[src/rtl/mul_pkg.sv]
// Shared constants and state encoding for the sequential 8x8 multiplier.
package mul_pkg;

  localparam int WIDTH = 8;
  localparam int ITERS = 8;

  typedef enum logic [1:0] {
    IDLE = 2'd0,
    RUN  = 2'd1,
    DONE = 2'd2
  } state_e;

endpackage

[src/rtl/fadder8.sv]
// 8-bit ripple-carry adder used as the add stage of the shift-and-add multiplier.
module fadder8 (
  input  logic [7:0] a,
  input  logic [7:0] b,
  input  logic       cin,
  output logic [7:0] sum,
  output logic       cout
);

  logic [8:0] carry;

  assign carry[0] = cin;

  for (genvar i = 0; i < 8; i++) begin : g_bit
    assign sum[i]       = a[i] ^ b[i] ^ carry[i];
    assign carry[i + 1] = (a[i] & b[i]) | (carry[i] & (a[i] ^ b[i]));
  end

  assign cout = carry[8];

endmodule

[src/rtl/mul8_seq_ctrl.sv]
// Sequential 8x8 unsigned shift-and-add multiplier with valid/ready on both sides.
// One fadder8 is reused once per multiplier bit; result is {A,Q} after 8 iterations.
module mul8_seq_ctrl #(
  parameter int WIDTH = 8,
  parameter int CNT_W = 3
) (
  input  logic                 clk,
  input  logic                 rst,
  input  logic                 in_valid,
  output logic                 in_ready,
  input  logic [WIDTH-1:0]     in_a,
  input  logic [WIDTH-1:0]     in_b,
  output logic                 out_valid,
  input  logic                 out_ready,
  output logic [2*WIDTH-1:0]   out_p,
  output logic                 busy
);

  import mul_pkg::*;

  state_e             state_q, state_d, state_dec;
  logic [WIDTH-1:0]   a_q, a_d;
  logic [WIDTH-1:0]   q_q, q_d;
  logic [WIDTH-1:0]   m_q, m_d;
  logic [CNT_W-1:0]   cnt_q, cnt_d;
  logic               out_valid_q, out_valid_d;

  logic [WIDTH-1:0]   add_sum;
  logic               add_cout;
  logic               c_n;
  logic [WIDTH-1:0]   a_n;

  fadder8 u_add (
    .a    (a_q),
    .b    (m_q),
    .cin  (1'b0),
    .sum  (add_sum),
    .cout (add_cout)
  );

  // The unused encoding 2'd3 is folded onto IDLE so the FSM always recovers.
  always_comb begin
    case (state_q)
      IDLE, RUN, DONE: state_dec = state_q;
      default:         state_dec = IDLE;
    endcase
  end

  always_comb begin
    state_d     = state_dec;
    a_d         = a_q;
    q_d         = q_q;
    m_d         = m_q;
    cnt_d       = cnt_q;
    out_valid_d = out_valid_q;
    {c_n, a_n}  = q_q[0] ? {add_cout, add_sum} : {1'b0, a_q};

    case (state_dec)
      IDLE: begin
        out_valid_d = 1'b0;
        if (in_valid) begin
          m_d     = in_a;
          q_d     = in_b;
          a_d     = '0;
          cnt_d   = '0;
          state_d = RUN;
        end
      end
      RUN: begin
        // Carry-out is kept: it becomes the new A msb on the right shift.
        a_d   = {c_n, a_n[WIDTH-1:1]};
        q_d   = {a_n[0], q_q[WIDTH-1:1]};
        cnt_d = cnt_q + CNT_W'(1);
        if (cnt_q == CNT_W'(ITERS - 1)) begin
          state_d     = DONE;
          out_valid_d = 1'b1;
        end
      end
      DONE: begin
        if (out_ready) begin
          state_d     = IDLE;
          out_valid_d = 1'b0;
        end
      end
      default: state_d = IDLE;
    endcase
  end

  always_ff @(posedge clk) begin
    if (rst) begin
      state_q     <= IDLE;
      a_q         <= '0;
      q_q         <= '0;
      m_q         <= '0;
      cnt_q       <= '0;
      out_valid_q <= 1'b0;
    end else begin
      state_q     <= state_d;
      a_q         <= a_d;
      q_q         <= q_d;
      m_q         <= m_d;
      cnt_q       <= cnt_d;
      out_valid_q <= out_valid_d;
    end
  end

  assign in_ready  = (state_dec == IDLE);
  assign busy      = (state_dec == RUN) || (state_dec == DONE);
  assign out_valid = out_valid_q;
  assign out_p     = {a_q, q_q};

endmodule
[config.mk]
export PLATFORM = sky130hd
export DESIGN_NAME = mul8_seq_ctrl
export DESIGN_NICKNAME = d
export VERILOG_FILES = /design/src/rtl/mul_pkg.sv /design/src/rtl/fadder8.sv /design/src/rtl/mul8_seq_ctrl.sv
export SDC_FILE = /design/constraint.sdc
export NUM_CORES = 1
export LEC_CHECK = 0
export CELL_PAD_IN_SITES_DETAIL_PLACEMENT = 1
export CELL_PAD_IN_SITES_GLOBAL_PLACEMENT = 2
export CORE_ASPECT_RATIO = 0.6
export CORE_MARGIN = 8
export CORE_UTILIZATION = 29
export DETAILED_ROUTE_END_ITERATION = 16
export PLACE_DENSITY = 0.78
export REMOVE_ABC_BUFFERS = 1
export SYNTH_ARGS = -nofsm -noshare
export SYNTH_HDL_FRONTEND = slang
export SYNTH_SLANG_ARGS = --single-unit
[constraint.sdc]
create_clock -name clk -period 4.51 [get_ports clk]
set_input_delay 0.902 -clock clk [delete_from_list [all_inputs] [get_ports clk]]
set_output_delay 0.902 -clock clk [all_outputs]
set_load 0.02 [all_outputs]
==> impl_metrics.tcl <==
set metrics [dict create \
    io_pins 39 \
    synthArstFlopShare 0 \
    place_hpwl_um 3070 \
    clock_sinks 30 \
    path_cells "ha_1, fa_1, fa_1, fa_1, fa_1, fa_1, inv_1, fa_1, inv_1, fa_1, mux2_2, a32oi_1, nor2_1" \
    switching_share 0.296 \
    setup-violations-final 0 \
    coreArea_um2 5100 \
    final_cells 260 \
    clk_pin_slew_ns 0.07 \
    dieArea_um2 7990 \
    ys_types 28 \
    grt-ovfl-total 0 \
    grt_pass1_vias 1379 \
    hp-class "reg -> reg" \
    setup_tns_ns 0 \
    routabilityCongestion 0.786 \
    drt-vias-per-instance 4.69 \
    clockBufferDepth 2 \
    ys.flop_type "dfxtp_1" \
    postCtsSetupBuffers 0 \
    cpMostUsedCell "fa_1" \
    fin_skew_ns 0.0138 \
    synth_common_cells "dfxtp_1 (30), nand2_1 (22), nor2_1 (16)" \
    worst-setup-path-type "reg -> reg" \
    area_growth_syn_to_layout_pct 31.5 \
    synth.largest_area_cell "dfxtp_1" \
    timing.final.max_slew_violations 0 \
    min_to "m_q[0]$_SDFFE_PP0P_" \
    start_util 0.302 \
    timing.rr.start "a_q[0]$_SDFFE_PP0P_" \
    cts_resized 0 \
    fill_cells 603 \
    worst_pin_slew_ns 0.909 \
    cell_internal_pwr_mw 0.446 \
    slowest_delay_ns 0.44 \
    cp.arrival_ns 3.99 \
    grt_pass1_wl_um 6690 \
    startpoint_type "register" \
    yosysMostFrequentCell "dfxtp_1" \
    synth-edff-count 0 \
    ant_nets 0 \
    status "finished, final reports clean" \
    seqPwrFrac 0.467 \
    r2r_slack_ns 0.68 \
    avgRoutedWirePerCell_um 15.7 \
    hold_depth 2 \
    yosysWarningCount 0 \
    numPortBuffers 38 \
    rsz0062_at_grt "no" \
    cellLeakagePower_nw 0.778 \
    cp.required_ns 4.67 \
    crit_path_max_fanout 4 \
    vdd_drop_max_v 0.000115 \
    relSlewSlack 0.376 \
    hp-start "m_q[0]$_SDFFE_PP0P_" \
    r2r_end "a_q[6]$_SDFFE_PP0P_" \
    netlist_instances 159 \
    synth_area_per_cell_um2 9.70 \
    comb_power_share 0.210 \
    min_period_ns 3.83 \
    grt_antenna_before_repair 0 \
    yosysTopAreaCellShare 0.389 \
    drc 0 \
    grt_start_max_net_pins 31 \
    synth-seq-cells 30 \
    num_antenna_cells 0 \
    nets 226 \
    synth_area_leaders "dfxtp_1 (39%), fa_1 (9.1%), a211oi_2 (5.7%)" \
    p_total_mw 0.633 \
    vias 1220 \
    timing.fmax_mhz 261 \
    synth.cell_area_um2 1540 \
    insertion_delay_ns 0.28 \
    power.switching_mw 0.187 \
    drive_gt1_frac 0.124 \
    multi_input_area_um2 837 \
    drt_iter0_markers 64 \
    powerDensity_nw_per_um2 312 \
    rows 20 \
    register_area_um2 601 \
    cp_slowest_cell "fa_1" \
    dieHeight_um 72.5 \
    rr_worst_depth 13 \
    drt_wl_total_um 4090 \
    ctsHoldBuffers 0 \
    hold_viol 0 \
    timing.max_cap.violations 0 \
    critPathCaptureType "register" \
    cts_tree "built" \
    clock_power_share 0.323 \
    dp.cells 253 \
    cts-root-buf "clkbuf_8" \
    drt_pre_antenna_iters 2 \
    ys_seq_area_frac 0.389 \
    die_w_um 110 \
    htreeDepth 2 \
    finalCritPeriodShare 0.850 \
    cts_buffers 5 \
    grt_usage 0.107 \
]
[area by class of cell]
type / instances / area share
clock buffers: 5 / 0.0339
flip-flops and latches: 30 / 0.296
multi-input cells: 108 / 0.413
repair buffers: 40 / 0.195
clock inverters: 2 / 0.00494
inverters: 9 / 0.0167
well taps: 66 / 0.0407
[cell usage in the layout, fill, tap and decap left out, types with 2 or more instances in the layout]
cell type        netlist  final
dfxtp_1               30     30
ha_1                   5      5
inv_1                  9      9
mux2_2                 7      7
buf_4                  1      2
clkdlybuf4s50_1        0     38
nor2_1                16     16
clkinv_2               0      2
clkbuf_8               0      5
a21oi_1               14     14
a211oi_2               7      7
nand2b_1               2      2
a32oi_1                8      8
fa_1                   7      7
mux2i_1                8      8
nand2_1               22     22
[worst max-delay path by stage]
stage	from	to	slack, ns	depth (start not counted)
finish	a_q[0]$_SDFFE_PP0P_	a_q[6]$_SDFFE_PP0P_	0.68	13
detailed placement	a_q[0]$_SDFFE_PP0P_	a_q[6]$_SDFFE_PP0P_	0.65	13
floorplan	a_q[0]$_SDFFE_PP0P_	a_q[6]$_SDFFE_PP0P_	0.77	13
global placement	a_q[0]$_SDFFE_PP0P_	a_q[6]$_SDFFE_PP0P_	0.77	13
global route	a_q[0]$_SDFFE_PP0P_	a_q[6]$_SDFFE_PP0P_	0.46	13
CTS	a_q[0]$_SDFFE_PP0P_	a_q[6]$_SDFFE_PP0P_	0.66	13
[metrics by stage]
step | hold slack (ns) | util | worst slack, ns | cell area [um2]
floorplan | 0.430 | - | 0.774 | 1470
global placement | 0.446 | 0.382 | 0.770 | 1950
detailed placement | 0.455 | 0.382 | 0.649 | 1950
CTS | 0.479 | 0.397 | 0.660 | 2030
global route | 0.489 | 0.397 | 0.462 | 2030
finish | 0.472 | 0.397 | 0.677 | 2030
[metal layers]
metal | routed length (um) | track usage
met2 | 1830 | 0.173
met5 | 0 | 0
met1 | 1930 | 0.130
met4 | 26 | 0.0308
met3 | 302 | 0.0398
[state kept, by name, indices dropped and copies added (netlist names)]
name       flops
m_q            8
state_q        2
q_q            8
out_valid      1
a_q            8
cnt_q          3
[cell families (layout without fill, tap and decap cells)]
logic type	count (synthesis)	in the layout	synth area share
fa+ha+maj	12	12	0.131
mux	16	16	0.113
compound gates	35	35	0.178
flops	30	30	0.389
simple gates	45	45	0.121
buf+inv	21	56	0.0681
[power by group through the flow]
stage | combinational (mW) | sequential [mW] | clock (mW)
detailed placement | 0.136 | 0.302 | 0
finish | 0.133 | 0.295 | 0.205
global placement | 0.129 | 0.300 | 0
floorplan | 0.0635 | 0.308 | 0
CTS | 0.136 | 0.296 | 0.210
global route | 0.146 | 0.298 | 0.221
[worst max-delay path: cells and delay by family (launching register included)]
kind            cells  cell delay [ns]
compound gates      1             0.20
fa+ha+maj           8             2.74
buf+inv             2             0.13
flops               1             0.33
mux                 1             0.27
simple gates        1             0.06
Note: power is estimated with default switching activity, not from simulation.
